### src/rtl/fwd_hazard_unit_if.sv
// Bundle between the pipeline control and the forwarding/hazard unit.
// The pipeline (master) drives the register tags and control flags.
// The hazard unit (slave) returns forward selects, stall, multiplier
// writeback tag and the stall counter.
interface fwd_hazard_unit_if #(
    parameter int REG_AW      = 5,
    parameter int STALL_CNT_W = 16
);
    // ID stage
    logic [REG_AW-1:0]      id_rs1;
    logic [REG_AW-1:0]      id_rs2;
    logic [REG_AW-1:0]      id_rd;
    logic                   id_reg_write;
    // ID/EX register
    logic [REG_AW-1:0]      id_ex_rs1;
    logic [REG_AW-1:0]      id_ex_rs2;
    logic [REG_AW-1:0]      id_ex_rd;
    logic                   id_ex_mem_read;
    logic                   id_ex_alu_src;
    logic                   ex_mul_issue;
    // later pipeline registers
    logic                   ex_mem_reg_write;
    logic [REG_AW-1:0]      ex_mem_rd;
    logic                   mem_wb_reg_write;
    logic [REG_AW-1:0]      mem_wb_rd;
    // results
    logic [1:0]             forward_a;
    logic [1:0]             forward_b;
    logic                   stall;
    logic                   mul_wb_valid;
    logic [REG_AW-1:0]      mul_wb_rd;
    logic [STALL_CNT_W-1:0] stall_cnt;

    modport master (
        output id_rs1, id_rs2, id_rd, id_reg_write,
        output id_ex_rs1, id_ex_rs2, id_ex_rd, id_ex_mem_read, id_ex_alu_src, ex_mul_issue,
        output ex_mem_reg_write, ex_mem_rd, mem_wb_reg_write, mem_wb_rd,
        input  forward_a, forward_b, stall, mul_wb_valid, mul_wb_rd, stall_cnt
    );

    modport slave (
        input  id_rs1, id_rs2, id_rd, id_reg_write,
        input  id_ex_rs1, id_ex_rs2, id_ex_rd, id_ex_mem_read, id_ex_alu_src, ex_mul_issue,
        input  ex_mem_reg_write, ex_mem_rd, mem_wb_reg_write, mem_wb_rd,
        output forward_a, forward_b, stall, mul_wb_valid, mul_wb_rd, stall_cnt
    );
endinterface

### src/rtl/fwd_hazard_unit.sv
// Forwarding and hazard unit for the 5-stage pipeline with a pipelined
// multiplier. Produces ALU operand forward selects and the ID-stage stall
// (load-use, mul-use, mul WAW). Pending multiply destinations travel down a
// MUL_LAT-deep shift scoreboard that advances every cycle regardless of stall.
// Optional feature macro: MUL_FWD_EN (forward the multiplier result straight
// into EX with select 11, shortening the mul-use stall window).
// MUL_LAT must be at least 2.
module fwd_hazard_unit #(
    parameter int REG_AW      = 5,
    parameter int MUL_LAT     = 3,
    parameter int STALL_CNT_W = 16
) (
    input  logic             clk,
    input  logic             arst_n,
    fwd_hazard_unit_if.slave bus
);

    // Last scoreboard stage that still blocks a consumer in ID. The final
    // stage writes back this cycle and the register file is write-through,
    // so it never needs to stall a reader. With result forwarding the
    // stage before it is also covered: the consumer reaches EX exactly when
    // the producer reaches the final stage and takes select 11.
`ifdef MUL_FWD_EN
    localparam int USE_LAST = MUL_LAT - 3;
`else
    localparam int USE_LAST = MUL_LAT - 2;
`endif

    // valid && non-zero && equal; x0 never matches
    function automatic logic hit(input logic v,
                                 input logic [REG_AW-1:0] x,
                                 input logic [REG_AW-1:0] r);
        return v && (x != '0) && (x == r);
    endfunction

    logic [MUL_LAT-1:0]     sb_valid_q;
    logic [REG_AW-1:0]      sb_rd_q [MUL_LAT];
    logic [STALL_CNT_W-1:0] stall_cnt_q;
    logic [STALL_CNT_W-1:0] stall_cnt_d;

    logic                   issue_valid;
    logic [MUL_LAT-1:0]     use_hit;
    logic [MUL_LAT-1:0]     waw_hit;
    logic                   issue_use;
    logic                   issue_waw;
    logic                   load_use;
    logic                   mul_use;
    logic                   mul_waw;
    logic                   stall;
    logic                   mul_fwd_a;
    logic                   mul_fwd_b;
    logic [1:0]             fwd_a;
    logic [1:0]             fwd_b;

    assign issue_valid = bus.ex_mul_issue && (bus.id_ex_rd != '0);

    // Free-running scoreboard shift; a reset discards every in-flight tag
    always_ff @(posedge clk or negedge arst_n) begin
        if (!arst_n) begin
            sb_valid_q <= '0;
            for (int k = 0; k < MUL_LAT; k++) begin
                sb_rd_q[k] <= '0;
            end
        end else begin
            sb_valid_q <= {sb_valid_q[MUL_LAT-2:0], issue_valid};
            sb_rd_q[0] <= bus.id_ex_rd;
            for (int k = 1; k < MUL_LAT; k++) begin
                sb_rd_q[k] <= sb_rd_q[k-1];
            end
        end
    end

    // Per-stage comparisons against the instruction sitting in ID
    genvar gi;
    for (gi = 0; gi < MUL_LAT; gi++) begin : g_stage
        assign use_hit[gi] = (gi <= USE_LAST) &&
                             (hit(sb_valid_q[gi], bus.id_rs1, sb_rd_q[gi]) ||
                              hit(sb_valid_q[gi], bus.id_rs2, sb_rd_q[gi]));
        // WAW covers every stage, including the one writing back now
        assign waw_hit[gi] = hit(sb_valid_q[gi], bus.id_rd, sb_rd_q[gi]);
    end

    // A mul entering the multiplier this cycle is not yet in the
    // scoreboard, so it is checked directly from the ID/EX tag.
    assign issue_use = bus.ex_mul_issue &&
                       (hit(1'b1, bus.id_rs1, bus.id_ex_rd) ||
                        hit(1'b1, bus.id_rs2, bus.id_ex_rd));
    assign issue_waw = bus.ex_mul_issue && hit(1'b1, bus.id_rd, bus.id_ex_rd);

    assign load_use = bus.id_ex_mem_read &&
                      (hit(1'b1, bus.id_rs1, bus.id_ex_rd) ||
                       hit(1'b1, bus.id_rs2, bus.id_ex_rd));
    assign mul_use  = (|use_hit) || issue_use;
    assign mul_waw  = bus.id_reg_write && ((|waw_hit) || issue_waw);
    assign stall    = load_use || mul_use || mul_waw;

`ifdef MUL_FWD_EN
    assign mul_fwd_a = hit(sb_valid_q[MUL_LAT-1], bus.id_ex_rs1, sb_rd_q[MUL_LAT-1]);
    assign mul_fwd_b = hit(sb_valid_q[MUL_LAT-1], bus.id_ex_rs2, sb_rd_q[MUL_LAT-1]);
`else
    assign mul_fwd_a = 1'b0;
    assign mul_fwd_b = 1'b0;
`endif

    // Operand forward selects: multiplier, then EX/MEM, then MEM/WB
    always_comb begin
        fwd_a = 2'b00;
        fwd_b = 2'b00;
        if (mul_fwd_a) begin
            fwd_a = 2'b11;
        end else if (hit(bus.ex_mem_reg_write, bus.id_ex_rs1, bus.ex_mem_rd)) begin
            fwd_a = 2'b10;
        end else if (hit(bus.mem_wb_reg_write, bus.id_ex_rs1, bus.mem_wb_rd)) begin
            fwd_a = 2'b01;
        end
        // Immediate operand B never takes a forwarded value
        if (!bus.id_ex_alu_src) begin
            if (mul_fwd_b) begin
                fwd_b = 2'b11;
            end else if (hit(bus.ex_mem_reg_write, bus.id_ex_rs2, bus.ex_mem_rd)) begin
                fwd_b = 2'b10;
            end else if (hit(bus.mem_wb_reg_write, bus.id_ex_rs2, bus.mem_wb_rd)) begin
                fwd_b = 2'b01;
            end
        end
    end

    assign stall_cnt_d = (stall && !(&stall_cnt_q)) ? stall_cnt_q + STALL_CNT_W'(1)
                                                    : stall_cnt_q;

    // Saturating count of stalled cycles
    always_ff @(posedge clk or negedge arst_n) begin
        if (!arst_n) begin
            stall_cnt_q <= '0;
        end else begin
            stall_cnt_q <= stall_cnt_d;
        end
    end

    assign bus.forward_a    = fwd_a;
    assign bus.forward_b    = fwd_b;
    assign bus.stall        = stall;
    assign bus.mul_wb_valid = sb_valid_q[MUL_LAT-1];
    assign bus.mul_wb_rd    = sb_rd_q[MUL_LAT-1];
    assign bus.stall_cnt    = stall_cnt_q;

endmodule

### src/flat_wrapper.sv
// flat-port wrapper written by rule: the top's interface ports become plain ports
module fwd_hazard_unit_flat 
#(
    parameter int REG_AW      = 5,
    parameter int MUL_LAT     = 3,
    parameter int STALL_CNT_W = 16
)
  (clk, arst_n, bus_id_rs1, bus_id_rs2, bus_id_rd, bus_id_reg_write, bus_id_ex_rs1, bus_id_ex_rs2, bus_id_ex_rd, bus_id_ex_mem_read, bus_id_ex_alu_src, bus_ex_mul_issue, bus_ex_mem_reg_write, bus_ex_mem_rd, bus_mem_wb_reg_write, bus_mem_wb_rd, bus_forward_a, bus_forward_b, bus_stall, bus_mul_wb_valid, bus_mul_wb_rd, bus_stall_cnt);
  fwd_hazard_unit_if #(.REG_AW(REG_AW), .STALL_CNT_W(STALL_CNT_W)) bus_i ();
  input  logic clk;
  input  logic arst_n;
  input wire logic [$bits(bus_i.id_rs1)-1:0] bus_id_rs1;
  input wire logic [$bits(bus_i.id_rs2)-1:0] bus_id_rs2;
  input wire logic [$bits(bus_i.id_rd)-1:0] bus_id_rd;
  input wire logic [$bits(bus_i.id_reg_write)-1:0] bus_id_reg_write;
  input wire logic [$bits(bus_i.id_ex_rs1)-1:0] bus_id_ex_rs1;
  input wire logic [$bits(bus_i.id_ex_rs2)-1:0] bus_id_ex_rs2;
  input wire logic [$bits(bus_i.id_ex_rd)-1:0] bus_id_ex_rd;
  input wire logic [$bits(bus_i.id_ex_mem_read)-1:0] bus_id_ex_mem_read;
  input wire logic [$bits(bus_i.id_ex_alu_src)-1:0] bus_id_ex_alu_src;
  input wire logic [$bits(bus_i.ex_mul_issue)-1:0] bus_ex_mul_issue;
  input wire logic [$bits(bus_i.ex_mem_reg_write)-1:0] bus_ex_mem_reg_write;
  input wire logic [$bits(bus_i.ex_mem_rd)-1:0] bus_ex_mem_rd;
  input wire logic [$bits(bus_i.mem_wb_reg_write)-1:0] bus_mem_wb_reg_write;
  input wire logic [$bits(bus_i.mem_wb_rd)-1:0] bus_mem_wb_rd;
  output wire logic [$bits(bus_i.forward_a)-1:0] bus_forward_a;
  output wire logic [$bits(bus_i.forward_b)-1:0] bus_forward_b;
  output wire logic [$bits(bus_i.stall)-1:0] bus_stall;
  output wire logic [$bits(bus_i.mul_wb_valid)-1:0] bus_mul_wb_valid;
  output wire logic [$bits(bus_i.mul_wb_rd)-1:0] bus_mul_wb_rd;
  output wire logic [$bits(bus_i.stall_cnt)-1:0] bus_stall_cnt;
  assign bus_i.id_rs1 = bus_id_rs1;
  assign bus_i.id_rs2 = bus_id_rs2;
  assign bus_i.id_rd = bus_id_rd;
  assign bus_i.id_reg_write = bus_id_reg_write;
  assign bus_i.id_ex_rs1 = bus_id_ex_rs1;
  assign bus_i.id_ex_rs2 = bus_id_ex_rs2;
  assign bus_i.id_ex_rd = bus_id_ex_rd;
  assign bus_i.id_ex_mem_read = bus_id_ex_mem_read;
  assign bus_i.id_ex_alu_src = bus_id_ex_alu_src;
  assign bus_i.ex_mul_issue = bus_ex_mul_issue;
  assign bus_i.ex_mem_reg_write = bus_ex_mem_reg_write;
  assign bus_i.ex_mem_rd = bus_ex_mem_rd;
  assign bus_i.mem_wb_reg_write = bus_mem_wb_reg_write;
  assign bus_i.mem_wb_rd = bus_mem_wb_rd;
  assign bus_forward_a = bus_i.forward_a;
  assign bus_forward_b = bus_i.forward_b;
  assign bus_stall = bus_i.stall;
  assign bus_mul_wb_valid = bus_i.mul_wb_valid;
  assign bus_mul_wb_rd = bus_i.mul_wb_rd;
  assign bus_stall_cnt = bus_i.stall_cnt;
  fwd_hazard_unit #(.REG_AW(REG_AW), .MUL_LAT(MUL_LAT), .STALL_CNT_W(STALL_CNT_W)) u_core (.clk(clk), .arst_n(arst_n), .bus(bus_i));
endmodule
### config.mk
export PLATFORM = sky130hd
export DESIGN_NAME = fwd_hazard_unit_flat
export DESIGN_NICKNAME = d
export VERILOG_FILES = /design/src/rtl/fwd_hazard_unit_if.sv /design/src/rtl/fwd_hazard_unit.sv /design/src/flat_wrapper.sv
export SDC_FILE = /design/constraint.sdc
export NUM_CORES = 1
export LEC_CHECK = 0
export ABC_CLOCK_PERIOD_IN_PS = 2700
export CAP_MARGIN = 20
export CORE_ASPECT_RATIO = 0.6
export CORE_MARGIN = 2
export CORE_UTILIZATION = 47
export CTS_BUF_LIST = sky130_fd_sc_hd__clkbuf_8
export DETAILED_ROUTE_END_ITERATION = 16
export GPL_ROUTABILITY_DRIVEN = 0
export HOLD_SLACK_MARGIN = 0.02
export PLACE_DENSITY_LB_ADDON = 0.3
export RECOVER_POWER = 100
export SETUP_SLACK_MARGIN = 0.2
export SYNTH_ARGS = -nofsm -noshare
export SYNTH_HDL_FRONTEND = slang
export SYNTH_SLANG_ARGS = --single-unit
### constraint.sdc
create_clock -name clk -period 2.7 [get_ports clk]
set_clock_uncertainty 0.2 [all_clocks]
set_input_delay 0.405 -clock clk [delete_from_list [all_inputs] [get_ports clk]]
set_output_delay 0.405 -clock clk [all_outputs]
set_load 0.05 [all_outputs]
Yosys cells after proc, flatten, opt, wreduce, memory -nomap -nowiden
Index checks and enable logic that the tools add are counted.
- muxes and demuxes: 5
- add/subtract/negate cells: 1
- multiply operators: 0
- divide/modulo/power cells: 0
- shift operators: 0
- bitwise gates (word level): 0
- $lt $le $gt $ge: 0
- equal/unequal tests: 14
- reductions and logical operators: 48
- operators by type and width (kind ; number):
    $eq A5 B5 Y1 ; 14
    $logic_and A1 B1 Y1 ; 31
    $reduce_bool A5 Y1 ; 6
    $add A16 B1 Y16 const B ; 1
    $reduce_and A16 Y1 ; 1
    $logic_or A1 B1 Y1 ; 7
    $mux W2 ; 3
    $reduce_or A3 Y1 ; 1
    $mux W1 ; 2
    $reduce_or A2 Y1 ; 1
    $logic_not A1 Y1 ; 1
- memories: 0
- memory bits (writable): 0
- bits in read-only memories: 0
- latch bits: 0
- output and inout bits: 27
- register bits: 34
- bits of input ports: 48

Depth between registers and ports, before layout
Gate-level depths: netlist (run 1).
- word-level depth: 9
- gate-level depth with buffers: 10

Worst setup path before layout (run 1)
Ideal clock, no wire load.
- path type: input port to output port
- start point: input port bus_id_ex_rs1[0]
- end point: output port bus_forward_a[0]
- stages: 4
- slack: -0.784 ns
- data required time: 2.095 ns
- data arrival time: 2.879 ns
- path through: or4_1 -> nor2_1 -> nor4_1 -> nor4_1
- word-level cells in the longest chain between the ends: 5
- elaborated cells between the ends (all ways): 9
- classes of those cells: eq/ne: 2; mux: 2; reduce/logical: 5
- ends and longest elaborated chain (item ; RTL line ; text):
    from (decl) ; flat_wrapper.sv:16 ; input wire logic [$bits(bus_i.id_ex_rs1)-1:0] bus_id_ex_rs1;
    $reduce_bool A5 Y1 ; fwd_hazard_unit.sv:33 ; return v && (x != '0) && (x == r);
    $logic_and A1 B1 Y1 (2 in a row) ; fwd_hazard_unit.sv:33 ;
    $mux W1 ; fwd_hazard_unit.sv:113 ; end else if (hit(bus.mem_wb_reg_write, bus.id_ex_rs1, bus.mem_wb_rd)) begin
    $mux W2 (*) ; fwd_hazard_unit.sv:111 ; end else if (hit(bus.ex_mem_reg_write, bus.id_ex_rs1, bus.ex_mem_rd)) begin
    to (decl) ; flat_wrapper.sv:26 ; output wire logic [$bits(bus_i.forward_a)-1:0] bus_forward_a;
Every way passes the cells marked *; elsewhere a longest branch is shown, timed or not.

Worst setup path after layout (run 1)
- start point: register u_core.sb_rd_q[14] (netlist name)
- end point: output port bus_stall
- word-level cells in the longest chain between the ends: 7
- elaborated cells between the ends (all ways): 14
- classes of those cells: eq/ne: 3; reduce/logical: 11
- ends and longest elaborated chain (item ; RTL line ; text):
    from (decl) ; fwd_hazard_unit.sv:37 ; logic [REG_AW-1:0] sb_rd_q [MUL_LAT];
    from (signal, indexed assignment) ; fwd_hazard_unit.sv:68 ; sb_rd_q[k] <= sb_rd_q[k-1];
    $eq A5 B5 Y1 ; fwd_hazard_unit.sv:33 ;
    $logic_and A1 B1 Y1 ; fwd_hazard_unit.sv:33 ;
    $logic_or A1 B1 Y1 ; fwd_hazard_unit.sv:77 ; (hit(sb_valid_q[gi], bus.id_rs1, sb_rd_q[gi]) ||
    $reduce_or A2 Y1 ; fwd_hazard_unit.sv:93 ; assign mul_use = (|use_hit) || issue_use;
    $logic_or A1 B1 Y1 ; fwd_hazard_unit.sv:93 ;
    $logic_or A1 B1 Y1 ; fwd_hazard_unit.sv:95 ; assign stall = load_use || mul_use || mul_waw;
    $logic_or A1 B1 Y1 (*) ; fwd_hazard_unit.sv:95 ;
    to (decl) ; flat_wrapper.sv:28 ; output wire logic [$bits(bus_i.stall)-1:0] bus_stall;
Marked as above.

==> results of run 1 <==
==> how the worst max path moves through the flow <==
| stage | to | from | slack [ps] | cells after the start |
|---|---|---|---|---|
| 6_report | bus_stall | u_core.sb_rd_q[14]$_DFF_PN0_ | -110 | 8 |
| 4_1_cts | bus_stall | u_core.sb_rd_q[7]$_DFF_PN0_ | 70 | 8 |
| 5_1_grt | bus_stall | u_core.sb_rd_q[14]$_DFF_PN0_ | -130 | 8 |
| 3_5_place_dp | u_core.bus.stall_cnt[12]$_DFFE_PN0P_ | bus_id_rd[4] | -400 | 10 |
| 3_3_place_gp | bus_stall | bus_id_rd[3] | -400 | 9 |
| 2_1_floorplan | u_core.bus.stall_cnt[1]$_DFFE_PN0P_ | u_core.bus.stall_cnt[1]$_DFFE_PN0P_ | 200 | 7 |
==> Yosys cell counts, drive strengths merged, types with 4 or more instances <==
cell    n  area [µm²]
o21ai   5        28.8
inv     4        15.0
nor2    7        31.3
buf    12        78.8
nand4   6        37.5
xor2   38         333
dfrtp  34         851
xnor2  45         394
nor4   16         100
and3    9        56.3
nand3  16        80.1
or4     6        45.0
nand2   4        15.0
nor3    5        25.0
==> per-layer routing <==
metal | global-route usage, % | routed length (µm) | vias to the layer above
li1 | - | - | 974
met1 | 39.1 | 3190 | 1037
met2 | 38.9 | 3300 | 100
met3 | 6.58 | 595 | 4
met4 | 2.56 | 26 | 0
met5 | 0 | 0 | -
==> worst max-delay path, cell delays in order (launching register included) <==
cell,delay [ps]
dfrtp_1,430
clkbuf_1,230
xnor2_1,180
nand3_1,110
nor4_1,440
o21ai_1,130
nand2_1,100
or2_4,150
buf_12,130
==> layout make-up <==
cell class,count,area (µm²),share of cell area (%)
multi-input combinational,168,1550,41.9
sequential,34,861,23.3
inverter,4,15.0,0.407
clock buffer,6,82.6,2.24
timing repair buffer,120,1100,29.7
clock inverter,2,8.76,0.237
tap,63,78.8,2.14
==> registers in the layout, summed over array words and instances (netlist names) <==
| name | count |
|---|---|
| u_core.bus.stall_cnt | 16 |
| u_core.bus.mul_wb_rd | 5 |
| u_core.sb_rd_q | 10 |
| u_core.sb_valid_q | 3 |
==> power breakdown <==
part           total, mW  internal [mW]  switching (mW)
clock              0.389          0.202           0.187
combinational      0.635          0.272           0.363
sequential         0.621          0.560          0.0616
total               1.65           1.03           0.611
==> metrics by stage <==
stage               TNS, ps  setup WS, ps
detailed placement    -5210          -397
floorplan                 0           203
CTS                       0          68.3
finish                 -195          -105
global route           -363          -130
global placement      -5120          -396
==> timing repair <==
action / CTS / global route
setup endpoints to repair: 20 / 18
resized for setup: 88 / 30
pin swaps: 22 / 19
buffers inserted: 6 / 4
==> logic make-up after synthesis <==
group	count (synthesis)	synth area share (%)
AO/OA/AOI/OAI	7	1.95
XOR/XNOR	83	33.3
adder cells (fa/ha/maj)	1	0.573
flip-flops	34	39.0
AND/OR/NAND/NOR	74	19.4
multiplexers	3	1.55
buffers and inverters	16	4.30
==> impl_results.md, run 1 <==
- Max-slew violation count: 0
- Critical Path End Type: output port
- Max-cap violations: 0
- Buffers added on ports: 74
- CTS tree: built
- YS warnings: 0
- Crit path arrival time: 2200 ps
- Clock Sinks: 34
- Row cnt: 19
- Yosys cell types: 28
- Post-DP HPWL: 4.86 mm
- Synth Cell Area: 0.00218 mm²
- Hold EP: u_core.sb_valid_q[1]$_DFF_PN0_
- Status: finished, violations left
- Commonest non-fill, non-tap cells in the layout: 44 x xnor2_1, 36 x xor2_1, 33 x buf_4
- Post-synth ARST share: 100%
- Worst Max-Slew Pin Slew: 829 ps
- Mean routed wirelength per cell: 17.9 µm
- Tcrit/Tclk final: 104%
- First-pass DRT Iterations: 4
- DR vias: 2115
- IO Pins: 75
- Final wirelength: 7.11 mm
- H-tree depth: 2
- Yosys reg bits: 34
- Share of layout cells above drive strength 1: 31.4%
- Post-route ant nets: 0
- Maximum VDD drop: 0.685 mV
- Root Driver: clkbuf_8
- Slew HR: 44.8%
- Design Area, Final: 0.00369 mm²
- Vias in the first global route: 2083
- Reg2reg start: u_core.sb_rd_q[14]$_DFF_PN0_
- Critical Path RT: 2100 ps
- Unrepaired setup endpoints after global routing: yes
- Crit path time final: 2810 ps
- Failing checks: setup timing
- # diodes: 0
- Util after Layout: 81.7%
- Hold Crit Class: flop to flop
- Fmax: 356 MHz
- Hold buffers post-CTS: 0
- Num CTS Buffers: 5
- Avg Vias per Cell: 5.33
- Nets: 382
- Critical path fanouts, max: 3
- Starting Density: 48.3%
- # DRC: 0
- Synth-to-Final Area Change: 68.9%
- Post-DP Area: 0.00329 mm²
- Worst-Skew Late Latency: 290 ps
- Die area: 0.00522 mm²
- Min-delay src: u_core.sb_valid_q[0]$_DFF_PN0_
- Power per Cell Area: 446 mW/mm²
- Iteration-0 DRC Markers: 136
- CP startpoint kind: flop
- Die width: 92.0 µm
- Hold Vio Cnt, Final: 0
- Prevailing post-synth register cell: dfrtp_1
- Syn_nets: 267
- Average size of a mapped cell: 10.0 µm²
- Initial antenna violation count: 0
- Gr ovfl total: 0
- Syn Inst Count: 218
- Setup CP Type: flop to output port
- Global-route wire length before repair: 10.4 mm
- Clock Tree Buf Depth: 2
- Sequential area share after synthesis: 39.0%
- Reg-to-Reg End: u_core.bus.stall_cnt[14]$_DFFE_PN0P_
- Worst setup margin: -105 ps
- R2R cell count: 11
- Hold-critical path depth: 0
- Die Y: 56.8 µm
- Inst Count DP: 379
- Setup Viol. Count Final: 4
- Lkg Pwr: 1.57 nW
- GRT Overall Usage: 25.9%
- Largest net degree at the start of global routing: 35
- WHS: 209 ps
- Total core area: 0.00452 mm²
- EDFF count, synth: 0
- Overall power: 1.65 mW
- Reg2Reg Setup Slack: -30 ps
- Most common cell after layout, fill and taps aside: xnor2_1
- Worst-path clk slew: 70 ps
- Fill count: 281
- Final cell count without fillers: 397
Note: power is estimated with default switching activity, not from simulation.
==> run 2, diff against run 1 <==
--- a/config.mk
+++ b/config.mk
@@ -5,11 +5,12 @@
 export SDC_FILE = /design/constraint.sdc
 export NUM_CORES = 1
 export LEC_CHECK = 0
+export ABC_AREA = 1
 export ABC_CLOCK_PERIOD_IN_PS = 2700
 export CAP_MARGIN = 20
 export CORE_ASPECT_RATIO = 0.6
 export CORE_MARGIN = 2
-export CORE_UTILIZATION = 47
+export CORE_UTILIZATION = 50
 export CTS_BUF_LIST = sky130_fd_sc_hd__clkbuf_8
 export DETAILED_ROUTE_END_ITERATION = 16
 export GPL_ROUTABILITY_DRIVEN = 0
==> impl_results.md, run 2 <==
- Status: finished, final reports clean
- Post-synth ARST share: 100% (unchanged)
- Iteration-0 DRC Markers: 246 (+81%)
- Fill count: 407 (+45%)
- Hold Crit Class: input pin to flop
- H-tree depth: 2 (unchanged)
- Die area: 0.00590 mm² (+13%)
- # diodes: 0 (unchanged)
- Clock Sinks: 34 (unchanged)
- EDFF count, synth: 0 (unchanged)
- Fin Setup TNS: 0 ps (+195 ps)
- Starting Density: 52.0% (+3.7 points)
- Global-route wire length before repair: 12.4 mm (+19%)
- DR vias: 2853 (+35%)
- Mean routed wirelength per cell: 14.8 µm (-18%)
- Share of layout cells above drive strength 1: 9.15% (-22 points)
- Initial antenna violation count: 0 (unchanged)
- Critical path fanouts, max: 5 (+2)
- Power per Cell Area: 440 mW/mm² (-1.3%)
- Max reg flops: 16 (unchanged)
- First-pass DRT Iterations: 4 (unchanged)
- GRT Overall Usage: 26.9% (+1.0 points)
- Row cnt: 20 (+1)
- Yosys cell types: 28 (unchanged)
- Synth top area share: 32.2% (-6.8 points)
- Critical Path RT: 2100 ps (about the same)
- Post-DP HPWL: 6.04 mm (+24%)
- Vias in the first global route: 2550 (+22%)
- P_int: 1.03 mW (-0.88%)
- Avg Vias per Cell: 5.32 (about the same)
- Largest net degree at the start of global routing: 35 (unchanged)
- Max-slew violation count: 0 (unchanged)
- IO Pins: 75 (unchanged)
- Lkg Pwr: 1.99 nW (+27%)
- YS warnings: 0 (unchanged)
- Commonest cells post-synth: 133 x nand2_1, 55 x inv_1, 37 x nor2_1
- Final wirelength: 7.91 mm (+11%)
- Sequential area share after synthesis: 32.2% (-6.8 points)
- CTS tree: built
- Total core area: 0.00508 mm² (+12%)
- Dpl ws: 52.4 ps (+449 ps)
- Slew HR: 43.6% (-1.1 points)
- Sw Ratio: 36.6% (-0.51 points)
- Post-route ant nets: 0 (unchanged)
- Gate power share: 32.8% (-5.8 points)
- Fmax: 394 MHz (+10%)
- Most frequent cell after synthesis: nand2_1
- Crit path arrival time: 1930 ps (-270 ps)
- Setup CP Type: input pin to output port
- Average size of a mapped cell: 6.74 µm² (-33%)
- Critical Path End Type: output port
- Design Area, Final: 0.00367 mm² (-0.37%)
- Clock Tree Buf Depth: 2 (unchanged)
- Sequential share of power: 38.0% (+0.2 points)
- Hold buffers post-CTS: 0 (unchanged)
- Unrepaired setup endpoints after global routing: yes
- Commonest non-fill, non-tap cells in the layout: 132 x nand2_1, 49 x inv_1, 34 x nor2_1, 34 x dfrtp_1, 29 x xnor2_1
- Worst-path clk slew: 80 ps (about the same)
- Nets: 518 (+36%)
- Synth-to-Final Area Change: 39.1%
- Maximum VDD drop: 0.391 mV (-43%)
- Root Driver: clkbuf_8
- Yosys reg bits: 34 (unchanged)
- # DRC: 0 (unchanged)
- Cell taking the most area after synthesis: dfrtp_1
- CP startpoint kind: input pin
- Worst Max-Slew Pin Slew: 845 ps (+16.7 ps)
- Die Y: 60.3 µm (+6.2%)
- Clock network fraction of total power: 29.2% (+5.6 points)
- Most common cell after layout, fill and taps aside: nand2_1
- Tcrit/Tclk final: 94.1% (-9.8 points)
- Switching Power: 592 µW (-3.0%)
- Post-DP Area: 0.00350 mm² (+6.4%)
- Max-cap violations: 0 (unchanged)
- Gr ovfl total: 0 (unchanged)
- Synth Cell Area: 0.00264 mm² (+21%)
- Syn_nets: 441 (+65%)
- Die width: 97.8 µm (+6.3%)
- Num CTS Buffers: 5 (unchanged)
- Buffers added on ports: 74 (unchanged)
- Hold Vio Cnt, Final: 0 (unchanged)
- Setup Viol. Count Final: 0 (-4)
- Prevailing post-synth register cell: dfrtp_1
- Worst-Skew Late Latency: 290 ps (about the same)
- Worst setup margin: 160 ps (+266 ps)
- Crit path time final: 2540 ps (-266 ps)
- Synth area leaders: dfrtp_1 32%, nand2_1 19%, xnor2_1 9.6%
- Syn Inst Count: 392 (+80%)
[run 2: cell type report]
cell class	count	area, µm²	share of cell area, %
flip-flops and latches	34	851	23.2
repair buffers	79	846	23.0
multi-input cells	293	1570	42.8
clock inverters	3	45.0	1.23
inverters	56	210	5.72
well taps	66	82.6	2.25
clock buffers	5	68.8	1.87
[run 2: final timing paths]
kind	startpoint	end	slack, ps	depth (start not counted)
max in group asynchronous	arst_n	u_core.sb_valid_q[1]$_DFF_PN0_	1220	2
worst max register to register	u_core.sb_rd_q[10]$_DFF_PN0_	u_core.bus.stall_cnt[8]$_DFFE_PN0P_	470	12
worst max-delay path	bus_id_ex_rs1[3]	bus_forward_a[1]	160	7
worst min register to register	u_core.sb_valid_q[0]$_DFF_PN0_	u_core.sb_valid_q[1]$_DFF_PN0_	280	0
min in group asynchronous	arst_n	u_core.sb_valid_q[0]$_DFF_PN0_	550	2
worst min-delay path	bus_id_ex_rd[1]	u_core.sb_rd_q[11]$_DFF_PN0_	110	1
[run 2: per-layer routing]
metal,track usage [%],vias to the layer above,routed length [µm]
met1,37.4,1313,3510
met2,41.5,151,3450
li1,-,1378,-
met5,0,-,0
met3,9.12,11,876
met4,5.75,0,68
[run 2: cell families (layout without fill, tap and decap cells)]
| logic type | after synthesis | after routing | synth area share, % |
|---|---|---|---|
| AO/OA/AOI/OAI | 19 | 19 | 4.50 |
| XOR/XNOR | 46 | 46 | 15.3 |
| adder cells (fa/ha/maj) | 1 | 1 | 0.474 |
| flip-flops | 34 | 34 | 32.2 |
| buffers and inverters | 65 | 143 | 10.5 |
| AND/OR/NAND/NOR | 227 | 227 | 37.1 |
[run 2: critical path, cell delays in order]
cell	delay, ps
dlygate4sd2_1	380
o21ai_0	170
a211oi_2	250
o2111ai_2	140
nor3_1	290
buf_6	160
buf_12	130
[run 2: timing repair]
item | CTS | global route
resized for setup | 20 | 34
buffers inserted | 1 | 0
pin swaps | 4 | 6
endpoints found under the setup margin | 4 | 5
[run 2: per-stage QoR]
stage / power [mW] / utilization [%] / std cells / hold slack [ps]
6_report: 1.62 / 72.3 / 536 / 105
5_1_grt: 1.70 / 72.3 / 536 / 87.3
4_1_cts: 1.64 / 72.2 / 536 / 271
3_5_place_dp: 1.16 / 68.9 / 527 / 235
3_3_place_gp: 1.15 / 68.9 / 527 / 228
2_1_floorplan: 0.926 / - / 392 / -90.6
[run 2: power by group through the flow]
stage               registers (mW)  logic [mW]  clock network [mW]
CTS                          0.613       0.550               0.480
global route                 0.621       0.570               0.512
global placement             0.621       0.532                   0
floorplan                    0.693       0.233                   0
detailed placement           0.622       0.541                   0
finish                       0.615       0.530               0.472
